### src/rtl/pll_rst_seq.sv
// PLL bring-up and staggered domain reset-release sequencer on the reference clock.
// Optional macro PLL_RST_SEQ_LOCK_RECOVER_EN: lock loss after release re-runs the PLL attempt instead of failing.
module pll_rst_seq #(
    parameter int PLL_RST_CYCLES = 16,
    parameter int LOCK_TIMEOUT   = 1024,
    parameter int LOCK_STABLE    = 32,
    parameter int STAGE_GAP      = 8,
    parameter int MAX_RETRIES    = 3
) (
    input  logic       ref_clk,
    input  logic       rst_n,
    input  logic       pll_locked,
    input  logic       sw_rst_req,
    output logic       pll_rst,
    output logic [4:0] dom_rst,
    output logic       ready,
    output logic       fail,
    output logic [1:0] retry_cnt
);

    localparam int CMAX_A = (PLL_RST_CYCLES > STAGE_GAP) ? PLL_RST_CYCLES : STAGE_GAP;
    localparam int CMAX   = (LOCK_TIMEOUT > CMAX_A) ? LOCK_TIMEOUT : CMAX_A;
    localparam int CW     = $clog2(CMAX + 1);
    localparam int SW     = $clog2(LOCK_STABLE + 1);

    localparam logic [CW-1:0] PRST_LAST = CW'(PLL_RST_CYCLES - 1);
    localparam logic [CW-1:0] TMO_END   = CW'(LOCK_TIMEOUT);
    localparam logic [CW-1:0] GAP_LAST  = CW'(STAGE_GAP - 1);
    localparam logic [SW-1:0] STAB_END  = SW'(LOCK_STABLE);
    localparam logic [1:0]    RETRY_MAX = 2'(MAX_RETRIES);

    typedef enum logic [2:0] {
        S_PLL_RST,
        S_WAIT_LOCK,
        S_RELEASE,
        S_RUN,
        S_FAIL
    } state_t;

`ifdef PLL_RST_SEQ_LOCK_RECOVER_EN
    localparam state_t LOSS_STATE = S_PLL_RST;
`else
    localparam state_t LOSS_STATE = S_FAIL;
`endif

    state_t        state_reg, state_next;
    logic [CW-1:0] cnt_reg, cnt_next;
    logic [SW-1:0] stab_reg, stab_next;
    logic [2:0]    stage_reg, stage_next;
    logic [1:0]    retry_reg, retry_next;
    logic [1:0]    sync_reg;
    logic          pll_rst_reg, ready_reg, fail_reg;
    logic [4:0]    dom_rst_reg, dom_rst_next;
    logic          lock_s;

    assign lock_s = sync_reg[1];

    always_comb begin
        state_next = state_reg;
        cnt_next   = cnt_reg;
        stab_next  = stab_reg;
        stage_next = stage_reg;
        retry_next = retry_reg;
        if (sw_rst_req) begin
            state_next = S_PLL_RST;
            cnt_next   = '0;
            stab_next  = '0;
            stage_next = '0;
            retry_next = '0;
        end else begin
            case (state_reg)
                S_PLL_RST: begin
                    if (cnt_reg == PRST_LAST) begin
                        state_next = S_WAIT_LOCK;
                        cnt_next   = '0;
                    end else begin
                        cnt_next = cnt_reg + CW'(1);
                    end
                end
                S_WAIT_LOCK: begin
                    cnt_next  = cnt_reg + CW'(1);
                    stab_next = lock_s ? stab_reg + SW'(1) : '0;
                    // A stable lock wins over a timeout landing on the same edge
                    if (lock_s && (stab_reg + SW'(1) == STAB_END)) begin
                        state_next = S_RELEASE;
                        cnt_next   = '0;
                        stab_next  = '0;
                        stage_next = '0;
                    end else if (cnt_reg + CW'(1) == TMO_END) begin
                        cnt_next  = '0;
                        stab_next = '0;
                        if (retry_reg < RETRY_MAX) begin
                            retry_next = retry_reg + 2'd1;
                            state_next = S_PLL_RST;
                        end else begin
                            state_next = S_FAIL;
                        end
                    end
                end
                S_RELEASE, S_RUN: begin
                    if (!lock_s) begin
                        state_next = LOSS_STATE;
                        cnt_next   = '0;
                        stab_next  = '0;
                        stage_next = '0;
                    end else if (state_reg == S_RELEASE) begin
                        if (stage_reg == 3'd5) begin
                            state_next = S_RUN;
                        end else if (cnt_reg == GAP_LAST) begin
                            cnt_next   = '0;
                            stage_next = stage_reg + 3'd1;
                        end else begin
                            cnt_next = cnt_reg + CW'(1);
                        end
                    end
                end
                S_FAIL: begin
                end
                default: begin
                    state_next = S_PLL_RST;
                end
            endcase
        end
    end

    // Domain gi is held in reset until gi+1 stages of the release have elapsed
    generate
        for (genvar gi = 0; gi < 5; gi++) begin : g_dom
            assign dom_rst_next[gi] = (state_next == S_RUN)     ? 1'b0 :
                                      (state_next == S_RELEASE) ? (stage_next <= 3'(gi)) :
                                                                  1'b1;
        end
    endgenerate

    always_ff @(posedge ref_clk or negedge rst_n) begin
        if (!rst_n) begin
            state_reg   <= S_PLL_RST;
            cnt_reg     <= '0;
            stab_reg    <= '0;
            stage_reg   <= '0;
            retry_reg   <= '0;
            sync_reg    <= '0;
            pll_rst_reg <= 1'b1;
            dom_rst_reg <= 5'h1F;
            ready_reg   <= 1'b0;
            fail_reg    <= 1'b0;
        end else begin
            state_reg   <= state_next;
            cnt_reg     <= cnt_next;
            stab_reg    <= stab_next;
            stage_reg   <= stage_next;
            retry_reg   <= retry_next;
            sync_reg    <= {sync_reg[0], pll_locked};
            pll_rst_reg <= (state_next == S_PLL_RST) || (state_next == S_FAIL);
            dom_rst_reg <= dom_rst_next;
            ready_reg   <= (state_next == S_RUN);
            fail_reg    <= (state_next == S_FAIL);
        end
    end

    assign pll_rst   = pll_rst_reg;
    assign dom_rst   = dom_rst_reg;
    assign ready     = ready_reg;
    assign fail      = fail_reg;
    assign retry_cnt = retry_reg;

endmodule

### config.mk
export PLATFORM = sky130hd
export DESIGN_NAME = pll_rst_seq
export DESIGN_NICKNAME = d
export VERILOG_FILES = /design/src/rtl/pll_rst_seq.sv
export SDC_FILE = /design/constraint.sdc
export NUM_CORES = 1
export LEC_CHECK = 0
export ABC_AREA = 1
export CAP_MARGIN = 5
export CORE_MARGIN = 1
export CORE_UTILIZATION = 35
export CTS_CLUSTER_DIAMETER = 80
export CTS_CLUSTER_SIZE = 20
export DETAILED_ROUTE_END_ITERATION = 6
export MAX_ROUTING_LAYER = met4
export PLACE_DENSITY = 0.51
export REMOVE_ABC_BUFFERS = 1
export SYNTH_ARGS = -nofsm -noshare
export SYNTH_HDL_FRONTEND = slang
export SYNTH_SLANG_ARGS = --single-unit
### constraint.sdc
create_clock -name ref_clk -period 4.98 [get_ports ref_clk]
set_input_delay 0.747 -clock ref_clk [delete_from_list [all_inputs] [get_ports ref_clk]]
set_output_delay 0.747 -clock ref_clk [all_outputs]
set_load 0.01 [all_outputs]
-- Word level (Yosys, flattened, before mapping)
Cells that the tools add are included.
- add/subtract/negate cells: 4
- $lt $le $gt $ge: 6
- equality and inequality tests: 16
- multiplexer cells: 46
- reduce and logical (&&, ||, !) cells: 13
- operators by type and width (cell ; number):
    $mux 11 ; 8
    $mux 3 ; 14
    $pmux 11 s3 ; 1
    $mux 6 ; 5
    $eq 3x2->1 const B ; 4
    $pmux 3 s4 ; 1
    $pmux 6 s2 ; 1
    $add 11x1->11 const B ; 1
    $eq 11x11->1 const B ; 1
    $eq 11x3->1 const B ; 1
    $eq 11x4->1 const B ; 1
    $mux 1 ; 10
    $mux 2 ; 5
    $eq 3x3->1 const B ; 3
    $ne 4x4->1 const B ; 2
    $add 6x1->6 const B ; 1
    $eq 6x6->1 const B ; 1
    $le 3x1->1 const B ; 2
    $le 3x2->1 const B ; 2
    $logic_not 3->1 ; 2
    $pmux 3 s2 ; 1
    $reduce_bool 2->1 ; 3
    $reduce_and 4->1 ; 1
    $reduce_bool 4->1 ; 1
    other kinds (13) ; 13
- bits in registers: 35
- input port bits: 4
- output and inout port bits: 10

-- Depth between registers and ports, before layout
Gate-level depths: netlist (run 1).
- depth after elaboration: 10
- depth in mapped cells: 16
- gate-level depth less buffers: 16

-- Worst setup path after synthesis (run 1)
OpenSTA, ideal clock, no wires.
- path type: reg2reg
- from: register stab_reg[0]
- to: register dom_rst_reg[4], in the netlist dom_rst[4]
- arrival: 1732 ps
- data required time: 4902 ps
- slack: 3170 ps
- stages on the path, launching flop included: 16
- path buffers: 0
- period minus slack after synthesis: 1810 ps
- cells stage by stage: dfrtp_1 ha_1 nand2_1 nand2_1 nor2_1 nand3_1 nor2_1 nand2_1 nand2_2 inv_1 nand2_4 nand2_4 nor2_2 nand2_1 nand2_2 nand2_1
- longest elaborated chain between the ends: 9
- elaborated cells between the ends (all ways): 14
- ends and longest elaborated chain (element ; RTL line ; source):
    start, declared ; 48 ; logic [SW-1:0] stab_reg, stab_next;
    start signal, assigned ; 150 ; stab_reg <= stab_next;
    $add 6x1->6 (*) ; 84 ; if (lock_s && (stab_reg + SW'(1) == STAB_END)) begin
    $eq 6x6->1 (*) ; 84 ;
    $logic_and 1x1->1 (*) ; 84 ;
    $mux 3 ; 84 ;
    $pmux 3 s2 / $pmux 3 s4 (equally long branches) ; 71 ; case (state_reg)
    $mux 3 ; 64 ; if (sw_rst_req) begin
    $le 3x3->1 / $eq 3x2->1 (equally long branches) ; 130 ; (state_next == S_RELEASE) ? (stage_next <= 3'(gi)) :
    $mux 1 ; 130 ;
    $mux 1 (*) ; 129 ; assign dom_rst_next[gi] = (state_next == S_RUN) ? 1'b0 :
    via dom_rst_next[4] ; 53 ; logic [4:0] dom_rst_reg, dom_rst_next;
    end signal, assigned ; 155 ; dom_rst_reg <= dom_rst_next;
    end, declared ; 53 ;
Mark *: on every way through the listed nets, which the timed path passes. The rest lies on a longest branch.
A chain may end at the register's enable or synchronous reset.

-- Worst setup path after layout (run 1)
- from: input port sw_rst_req
- to: register stab_reg[0]
- longest elaborated chain between the ends: 2
- elaborated cells between the ends (all ways): 4
- ends and longest elaborated chain (element ; RTL line ; source):
    start, declared ; 13 ; input logic sw_rst_req,
    $ne 3x3->1 (no source line) / $reduce_bool 3->1 (equally long branches) ; - ;
    $reduce_and 2->1 (no source line) ; - ;
Parallel ways exist; a longest one is shown, timed or not.

==> results of run 1 <==
[per-layer routing]
layer / share of wire / wire length, µm / GRT usage / up-vias
met2: 0.44 / 1920 / 0.244 / 23
met5: 0 / 0 / - / -
met4: 0.012 / 54 / 0.0491 / 0
met1: 0.52 / 2270 / 0.212 / 797
met3: 0.032 / 142 / 0.0389 / 5
li1: - / - / - / 927
[cell families (layout without fill, tap and decap cells)]
kind of cell,Yosys count,after routing,share of synthesized area
simple gates,155,155,0.360
buf+inv,44,64,0.0783
compound gates,36,36,0.0902
flops,35,35,0.419
fa+ha+maj,6,6,0.0356
xor+xnor,4,4,0.0166
[per-stage QoR]
step           instances  area (µm²)  hold WS (ns)
6_report             372        2400         0.353
4_1_cts              372        2400         0.358
2_1_floorplan        279        2100         0.331
5_1_grt              372        2400         0.377
3_3_place_gp         364        2320         0.334
3_5_place_dp         364        2320         0.338
[Yosys cell counts, types with 4 or more instances]
master and instances:
nor2_1 28, nand3_1 23, nand4_1 6, o21ai_0 17, ha_1 6, dfrtp_1 29, nand2_1 73, nor2_4 4
inv_1 42, a21oi_1 10, nand2_2 4, dfstp_2 6, o22ai_1 5
[cell type report]
class	count	area, µm²
fill	560	3240
inverter	43	161
clock buffer	8	80.1
multi-input combinational	201	1060
timing repair buffer	13	125
sequential	35	883
tap	72	90.1
[worst min path at each step]
stage	endpoint	slack, ns	cells after the start
2_1_floorplan	sync_reg[1]$_DFF_PN0_	0.33	0
3_5_place_dp	sync_reg[1]$_DFF_PN0_	0.34	0
3_3_place_gp	sync_reg[1]$_DFF_PN0_	0.33	0
5_1_grt	sync_reg[1]$_DFF_PN0_	0.38	0
6_report	sync_reg[1]$_DFF_PN0_	0.35	0
4_1_cts	sync_reg[1]$_DFF_PN0_	0.36	0
[worst max-delay path, cell delays in order]
cell             delay (ns)
clkdlybuf4s50_1        0.53
clkinv_1               0.41
and3_1                 0.41
nand2_1                0.08
nor2_1                 0.06
nand2_1                0.05
o21ai_0                0.06
[where the power goes]
group | leakage, nW | internal (mW) | total (mW) | switching, mW
clock network | 0.0395 | 0.0993 | 0.198 | 0.0985
registers | 0.461 | 0.287 | 0.290 | 0.00300
logic | 0.562 | 0.00546 | 0.0196 | 0.0141
==> run metrics, run 1 <==
end of the critical path=stab_reg[0]$_DFFE_PN0P_; Post-synth EDFFs=0; Residual DRC=0; final core utilization=0.425; Startpoint Class=input pin; Final Max Tran Viols=0; max_slew headroom=0.469; mean area per synthesized cell=7.53 µm²; post-synthesis cell type count=29; Post-CTS Hold Buffers=0; path category of the worst min-delay check=reg -> reg; setup tns final=0 ns; FF-to-FF End=dom_rst[0]$_DFF_PN1_; Synth async-reset ratio=1.00; post-synth top area share=0.344; synth top area cells=dfrtp_1 34%, nand2_1 13%, dfstp_2 7.5%, inv_1 7.5%, nand3_1 5.5%; total power=around 510 µW; die height=79.6 µm; # resized after CTS=0; Crit Path Category=in -> reg; wire per inst=about 12 µm; gr usage total=0.161; Seq/Total Area, Yosys=0.419; via density per instance=approximately 4.7; die area=6340 µm²; die width=79.6 µm; Antenna Violating Nets Remaining=0; leakage=around 1.1 nW; commonest cells after routing, fill and taps aside=73 x nand2_1, 42 x inv_1, 29 x dfrtp_1, 28 x nor2_1, 23 x nand3_1; setup ws final=around 2.8 ns; min-delay src=sync_reg[0]$_DFF_PN0_; synth warn=0; Clock Path Buffers=2; num rows=27; min Tclk post-route=2.19 ns; worst slew pin tran=about 0.8 ns; reg2reg path depth=15; Largest register FFs=11; share of cells above drive strength 1=0.107; fmax=approximately 460 MHz; RePlAce Congestion=just over 0.8; initial antenna violation count=0; Initial Utilization=0.374; Final Setup Violations=0; Detailed Routing Iterations Pass 1=4; drt total wl=~4400 µm; Detailed Route Iter0 Violations=about 120; reg2reg setup slack=2.86 ns; critical path arrival=between 2 and 2.5 ns; Inserted Clock Buffers=5; vias in the first global route=between 1.5k and 2k; Max Cap Viol=0; clk_lat worst skew=0.29 ns; number of setup buffers added after CTS=0; pin count of the biggest net entering global routing=36; Worst VDD drop=approximately 0.00013 V; RSZ-0062 raised after global routing=false; skew final=around 0.010 ns; worst setup path start=sw_rst_req; synthesis-to-finish area growth=13.8%; pre-CTS setup slack=between 2 and 2.5 ns; commonest register cell after synthesis=dfrtp_1; Gate Count Post-Synth=280; outcome=finished clean; Via Count=1,752; hold violation total from the final report=0; power per cell area=212 nW/µm²; Diodes inserted=0; CP Max Fanout=17; leading area contributor after synthesis=dfrtp_1; core area=~5600 µm²; Port Buffers=13; clk sinks=35; Yosys reg bits=35; first-pass GRT wire length=between 7000 and 8000 µm; gr ovfl total=0; Root Buffer=clkbuf_8; crit share post-route=0.441; reg2reg start=stab_reg[0]$_DFFE_PN0P_; TritonCTS clock tree=yes; # IOs=14; DP HPWL=between 3000 and 4000 µm; most common cell after layout, fill and taps aside=nand2_1; Crit path required time=slightly above 5 ns; Worst-path clk slew=0.06 ns; element type at the critical path end=register; H-tree levels=2; Synth Cell Area=2110 µm²; # nets final=between 300 and 400
Power figures use the tool's default switching activity.
==> inputs of run 2 (changes only) <==
==> constraint.sdc (replaced) <==
create_clock -name ref_clk -period 2.2 [get_ports ref_clk]
set_input_delay 0.33 -clock ref_clk [delete_from_list [all_inputs] [get_ports ref_clk]]
set_output_delay 0.33 -clock ref_clk [all_outputs]
set_load 0.01 [all_outputs]
==> run 2 against run 1 <==
  * Register-to-register slack got worse by 2.6 ns
  * Critical path depth rose by 7
  * Die area unchanged
  * Clock skew decreased by 0.0064 ns
  * Combinational power rose by 140%
  * Sequential power grew 130%
  * Sequential cell count is the same
  * Sequential share of layout area down 0.98 points
  * First-iteration DRC count shrank 32%
  * Global-route usage up 1.1 points
  * Hold slack got worse by 0.25 ns
  * Largest power group unchanged
==> run metrics, run 2 (synthesis results as in run 1) <==
Largest register FFs=11 (unchanged); reg2reg setup slack=0.21 ns (-2.65 ns); register area=885 µm² (+0.14%); Clock Path Buffers=2 (unchanged); drt total wl=4500 µm (+2.6%); area of the multi-input gates=1080 µm² (+2.4%); outcome=finished clean; Detailed Route Iter0 Violations=80 (-32%); Non-Filler Instances=377 (+1.3%); RePlAce Congestion=0.866 (+5.8%); first-pass GRT wire length=8140 µm (+7.1%); Via Count=1,777 (+1.4%); Residual DRC=0 (unchanged); critical path arrival=2.21 ns (-0.13 ns); Placement Cell Area=2330 µm² (+0.65%); setup ws final=0.213 ns (-2.57 ns); initial antenna violation count=0 (unchanged); Diodes inserted=0 (unchanged); Detailed Routing Iterations Pass 1=4 (unchanged); Final Setup Violations=0 (unchanged); synthesis-to-finish area growth=17.1%; # nets final=314 (+1.6%); Antenna Violating Nets Remaining=0 (unchanged); reg2reg start=cnt_reg[0]$_DFFE_PN0P_; wire per inst=11.9 µm (+1.2%); num rows=27 (unchanged); Startpoint Class=register; Crit Path Category=reg -> reg; Port Buffers=13 (unchanged); clk_lat worst skew=0.29 ns (about the same); power per cell area=473 nW/µm² (+120%); Inserted Clock Buffers=5 (unchanged); # IOs=14 (unchanged); Final Cell Area=2470 µm² (+2.9%); H-tree levels=2 (unchanged); skew final=0.00411 ns (-0.00635 ns); TritonCTS clock tree=yes; number of fill cells=579 (+3.4%); min Tclk post-route=around 2.0 ns; Initial Utilization=0.374 (unchanged); Worst-path clk slew=0.07 ns (about the same); Final Max Tran Viols=0 (unchanged); FF-to-FF End=dom_rst[0]$_DFF_PN1_; leakage=1.09 nW (+2.1%); via density per instance=4.71 (about the same); path category of the worst min-delay check=in -> async; RSZ-0062 raised after global routing=true; clk sinks=35 (unchanged); final core utilization=0.438 (+0.0122); Root Buffer=clkbuf_8; CP Max Fanout=5 (-12); die height=79.6 µm (unchanged); gr ovfl total=0 (unchanged); die area=6340 µm² (unchanged); Max Cap Viol=0 (unchanged); share of cells above drive strength 1=0.154 (+0.0474); reg2reg path depth=14 (-1); die width=79.6 µm (unchanged); fmax=approximately 500 MHz; max_slew headroom=0.468 (-0.00106); element type at the critical path end=register; vias in the first global route=1,772 (+8.4%); hold violation total from the final report=0 (unchanged); pin count of the biggest net entering global routing=36 (unchanged); core area=5640 µm² (unchanged); commonest cells after routing, fill and taps aside=72 x nand2_1, 42 x inv_1, 28 x dfrtp_1, 26 x nor2_1, 23 x nand3_1; Crit path required time=2.42 ns (-2.71 ns); crit share post-route=0.903; Worst VDD drop=0.000267 V (+110%); placed insts=366 (+0.55%); gr usage total=0.172 (+0.0107); most common cell after layout, fill and taps aside=nand2_1; DP HPWL=3330 µm (+0.70%); pre-CTS setup slack=0.102 ns (-2.39 ns); worst slew pin tran=0.798 ns (+0.00159 ns)
[run 2: cell types whose count changed in the layout (fill, tap and decap cells not counted), sizes merged]
cell | before | now
buf | 1 | 6
clkinvlp | 0 | 1
clkbuf | 8 | 6
clkinv | 1 | 2
[run 2: metrics by stage]
stage / total power, mW / setup TNS [ns] / hold WS, ns
after floorplan: 0.688 / 0 / 0.0344
after global placement: 0.718 / 0 / 0.335
after detailed placement: 0.717 / 0 / 0.339
after CTS: 1.19 / 0 / 0.155
after global routing: 1.22 / -0.00643 / 0.209
final: 1.17 / 0 / 0.107
[run 2: timing repair]
item                                    4_1_cts  5_1_grt
endpoints found under the setup margin        0       18
gates resized for setup                       0        9
hold buffers                                  0        0
buffers inserted                              0        3
[run 2: area by class of cell]
type                       count  share of cell area
inverter                      43              0.0654
tap                           72              0.0365
sequential                    35               0.358
clock buffer                   6              0.0294
multi-input combinational    201               0.439
clock inverter                 2             0.00507
timing repair buffer          18              0.0659
[run 2: worst max path at each step]
stage,from,end,cells past startpoint
after CTS,stab_reg[0]$_DFFE_PN0P_,dom_rst[0]$_DFF_PN1_,15
after floorplan,stab_reg[0]$_DFFE_PN0P_,dom_rst[4]$_DFF_PN1_,15
after global routing,stab_reg[1]$_DFFE_PN0P_,dom_rst[0]$_DFF_PN1_,15
final,cnt_reg[0]$_DFFE_PN0P_,dom_rst[0]$_DFF_PN1_,14
after global placement,stab_reg[0]$_DFFE_PN0P_,dom_rst[0]$_DFF_PN1_,15
after detailed placement,stab_reg[0]$_DFFE_PN0P_,dom_rst[0]$_DFF_PN1_,15
[run 2: critical path: stages (launching register included)]
cell     delay, ns
dfrtp_1       0.42
ha_2          0.23
nand3_1       0.09
inv_1         0.08
nand2_1       0.06
nand2_1       0.06
nor2_1        0.13
nand2_1       0.11
nor2_4        0.13
nand3_4       0.11
nand2_4       0.11
nand2_4       0.06
nand3_2       0.09
nand2_2       0.10
nor2_1        0.12
[run 2: per-layer routing]
| metal | wire [µm] | GRT usage | part of all wire | up-vias |
|---|---|---|---|---|
| li1 | - | - | - | 942 |
| met1 | 2400 | 0.236 | 0.53 | 808 |
| met5 | 0 | - | 0 | - |
| met3 | 105 | 0.0343 | 0.023 | 6 |
| met4 | 71 | 0.0691 | 0.016 | 0 |
| met2 | 1920 | 0.246 | 0.43 | 21 |
[run 2: where the power goes]
| part | total, mW | switching [mW] | internal (mW) |
|---|---|---|---|
| sequential | 0.657 | 0.00715 | 0.650 |
| combinational | 0.0477 | 0.0337 | 0.0140 |
| clock | 0.463 | 0.241 | 0.221 |
==> patch 1: new RTL, flow settings as in run 1 <==
Encoding of `state_t`: now one-hot (5 bits for 5 states).
--- a/src/rtl/pll_rst_seq.sv
+++ b/src/rtl/pll_rst_seq.sv
@@ -30,10 +30,10 @@
     localparam logic [1:0]    RETRY_MAX = 2'(MAX_RETRIES);
 
-    typedef enum logic [2:0] {
-        S_PLL_RST,
-        S_WAIT_LOCK,
-        S_RELEASE,
-        S_RUN,
-        S_FAIL
+    typedef enum logic [4:0] {
+        S_PLL_RST   = 5'b00001,
+        S_WAIT_LOCK = 5'b00010,
+        S_RELEASE   = 5'b00100,
+        S_RUN       = 5'b01000,
+        S_FAIL      = 5'b10000
     } state_t;
 
Behaviour: same outputs for any inputs over 10 cycles, from zero or initial values and one cycle with rst_n low; not proved beyond that.
==> patch 1 against run 1 <==
- worst setup slack got worse by 0.064 ns
- critical endpoint unchanged
- synthesized area is 7.2% higher
- die area up 7.1%
- wire length increased by 17%
- register-to-register slack lost 0.03 ns
- cell area rose by 8.2%
- sequential cell count is 2 higher
Power is not compared: it rests on default switching activity, and its combinational part moved more than twofold at a synthesized area within 25%.
==> patch 1: results <==
set metrics [dict create \
    relSlewSlack 0.4328 \
    vias_per_cell 4.821 \
    grt_pass1_wl_mm 8.756 \
    outcome "finished, final reports clean" \
    nets 347 \
    wl_mm 5.139 \
    dp.cells 405 \
    drtIter0Drc 86 \
    rr_worst_depth 11 \
    grt.total_usage 0.1777 \
    synthArstFlopShare 1.000 \
    hold_depth 0 \
    cp_slowest_cell "clkdlybuf4s50_1" \
    use_met1 0.2413 \
    gp_congestion 0.8065 \
    grtUsageMet2 0.2620 \
    slowest_delay_ns 0.75 \
    synth_cells 318 \
    drive_gt1_frac 0.09467 \
    crit_arrival_ns 2.48 \
    hpwlAfterDp_mm 3.853 \
    critPathLaunch "sw_rst_req" \
    yosysSeqAreaShare 0.4134 \
    grt_pass1_vias 1881 \
    yosys-top-cells-area "dfrtp_1 33%, nand2_1 17%, dfstp_2 8.1%" \
    vias 1991 \
    root_buffer "clkbuf_8" \
    synthTopCellsByCount "102 x nand2_1, 46 x inv_1, 32 x nor2_1, 30 x dfrtp_1, 30 x nand3_1" \
    grt_start_max_net_pins 38 \
    r2r-end "cnt_reg[7]$_DFFE_PN0P_" \
    leakagePower_nw 1.292 \
    reg2reg_slack_ns 2.83 \
    hold_path.class "reg -> reg" \
    r2r-start "cnt_reg[1]$_DFFE_PN0P_" \
    skew_ns 0.005091 \
    worstPathMaxFanout 10 \
    use_met3 0.03956 \
    clk_pin_slew_worst_paths_ns 0.08 \
    post_dp_cell_area_um2 2476 \
    clockBufferDepth 2 \
]
patch 1: cell types whose count changed after synthesis, sizes merged, moves of 2 or more:
cell and change:
inv +4, nand2 +28, nand3 +4, nand4 +2, nor2 +3, nor3 -2
nor4 +3, o21ai -6, o22ai +3, xor2 -2
patch 1: through the flow:
stage                     setup slack, ns  hold slack, ns    util
after floorplan                     3.207          0.3312       -
after global placement              2.449          0.3333  0.4085
after detailed placement            2.394          0.3355  0.4085
after CTS                           2.703          0.3546  0.4284
after global routing                2.503          0.3718  0.4284
final                               2.721          0.3527  0.4284
patch 1: per-layer routing:
layer,routed length (um),share of wire,vias to the layer above
li1,-,-,1059
met3,139,0.027,5
met1,2705,0.53,904
met2,2234,0.43,23
met5,0,0,-
met4,59,0.011,0
patch 1: area by class of cell:
type / count / area, um2
well taps: 75 / 93.84
clock inverters: 2 / 37.54
fillers: 661 / 3465
clock buffers: 6 / 82.58
inverters: 46 / 172.7
repair buffers: 13 / 125.1
flip-flops and latches: 37 / 934.6
multi-input cells: 234 / 1150
patch 1: report_power, final:
part           switching (mW)  total, mW  internal (mW)  leakage (nW)
Sequential             0.0138      0.327          0.313         0.484
Clock                   0.115      0.278          0.163        0.0574
Combinational          0.0330     0.0524         0.0193         0.750
patch 1: worst max-delay path by stage:
stage | cells past startpoint | slack, ns | end
final | 6 | 2.72 | stab_reg[0]$_DFFE_PN0P_
after global routing | 6 | 2.50 | stab_reg[0]$_DFFE_PN0P_
after CTS | 6 | 2.70 | stab_reg[0]$_DFFE_PN0P_
after detailed placement | 6 | 2.39 | stab_reg[0]$_DFFE_PN0P_
after global placement | 6 | 2.45 | stab_reg[0]$_DFFE_PN0P_
after floorplan | 16 | 3.21 | dom_rst[1]$_DFF_PN1_
patch 1: cell families after synthesis:
group / Yosys count / share of synthesized area
DFF: 37 / 0.4134
adders and majority gates: 6 / 0.03320
AOI/OAI and AO/OA: 34 / 0.08523
xor gates and xnor gates: 3 / 0.01162
buffers and inverters: 47 / 0.07803
and+or+nand+nor: 191 / 0.3785
==> patch 2: new RTL, flow settings as in run 1 <==
Made on the original files. The parameter `LOCK_STABLE` goes from 32 to 64.
--- a/src/rtl/pll_rst_seq.sv
+++ b/src/rtl/pll_rst_seq.sv
@@ -4,5 +4,5 @@
     parameter int PLL_RST_CYCLES = 16,
     parameter int LOCK_TIMEOUT   = 1024,
-    parameter int LOCK_STABLE    = 32,
+    parameter int LOCK_STABLE    = 64,
     parameter int STAGE_GAP      = 8,
     parameter int MAX_RETRIES    = 3
Behaviour: no difference found for any inputs over 10 cycles, from zero or initial values and one cycle with rst_n low; that may be too few to reach the edited logic, so the function may still have changed.
==> patch 2 against run 1 <==
- wire length increased by 8.4%
- synthesized cell count increased by 4.3%
- worst setup slack got worse by 0.058 ns
- total power increased by 12%
- sequential power increased by 6%
- critical endpoint is now dom_rst[0]$_DFF_PN1_
- sequential cell count increased by 1
- register-to-register slack about the same
- core utilization decreased by 0.64 points
- cell area increased by 5.2%
- synthesized area increased by 5.6%
- non-clock buffer count unchanged
- largest power group unchanged
- largest cell class unchanged
- via count increased by 6.0%
- highest routed layer unchanged
- sequential share of layout area decreased by 0.83 points
- critical path type unchanged
==> patch 2: results <==
set metrics [dict create \
    outcome "finished, final reports clean" \
    nets 320 \
    grtUsageMet2 0.2678 \
    dp.cells 378 \
    crit_arrival_ns 2.48 \
    leakagePower_nw 1.142 \
    hpwlAfterDp_mm 3.609 \
    yosys-top-cells-area "dfrtp_1 34%, nand2_1 13%, dfstp_2 7.1%" \
    final_cells 386 \
    synth_compound_area_frac 0.1101 \
    grt.total_usage 0.1703 \
    max-vdd-ir-drop_mv 0.1524 \
    synth_fa_ha_area_frac 0.03371 \
    worstPathMaxFanout 12 \
    rr_worst_depth 13 \
    skew_ns 0.004469 \
    slowest_delay_ns 0.48 \
    synth_cell_type_count 33 \
    drive_gt1_frac 0.1543 \
    grt_pass1_wl_mm 8.362 \
    postSynthAreaPerCell_um2 7.627 \
    cp_top_family "compound AO/OA/AOI/OAI gates" \
    gp_congestion 0.8181 \
    post_dp_cell_area_um2 2427 \
    use_met1 0.2197 \
    clk_pin_slew_worst_paths_ns 0.08 \
    r2r-end "cnt_reg[4]$_DFFE_PN0P_" \
    vias_per_cell 4.811 \
    yosysSeqAreaShare 0.4079 \
    grt_pass1_vias 1818 \
    synthTopCellsByCount "77 x nand2_1, 40 x inv_1, 30 x dfrtp_1, 30 x nor2_1, 24 x nand3_1" \
]
## patch 2: area by class of cell
cell class / count / area, um2 / share of cell area
well taps: 75 / 93.84 / 0.03717
clock inverters: 2 / 15.01 / 0.005946
clock buffers: 6 / 82.58 / 0.03271
multi-input cells: 211 / 1139 / 0.4509
repair buffers: 13 / 125.1 / 0.04955
inverters: 43 / 161.4 / 0.06392
flip-flops and latches: 36 / 908.4 / 0.3598
## patch 2: stage by stage
stage	worst slack, ns	hold slack, ns	util
3_5_place_dp	2.403	0.3426	0.4028
3_3_place_gp	2.470	0.3366	0.4028
2_1_floorplan	3.130	0.3312	-
5_1_grt	2.592	0.3722	0.4190
6_report	2.727	0.3542	0.4190
4_1_cts	2.713	0.3600	0.4190
## patch 2: worst max path at each step
stage                            startpoint                    to  slack (ns)  cells past startpoint
floorplan           stab_reg[0]$_DFFE_PN0P_  dom_rst[4]$_DFF_PN1_        3.13                     12
global placement                 sw_rst_req  dom_rst[4]$_DFF_PN1_        2.47                      6
detailed placement               sw_rst_req  dom_rst[4]$_DFF_PN1_        2.40                      6
CTS                              sw_rst_req  dom_rst[0]$_DFF_PN1_        2.71                      6
global route                     sw_rst_req  dom_rst[4]$_DFF_PN1_        2.59                      6
finish                           sw_rst_req  dom_rst[0]$_DFF_PN1_        2.73                      6
## patch 2: power groups by stage
stage	Clock, mW	Sequential, mW	Combinational, mW
2_1_floorplan	0	0.312	0.0180
3_3_place_gp	0	0.312	0.0380
3_5_place_dp	0	0.312	0.0377
4_1_cts	0.234	0.306	0.0380
5_1_grt	0.249	0.308	0.0428
6_report	0.224	0.306	0.0369
## patch 2: metal layers
metal / vias up / share of wire
met5: - / 0
met4: 0 / 0.013
met3: 8 / 0.019
met2: 20 / 0.46
met1: 854 / 0.51
li1: 975 / -
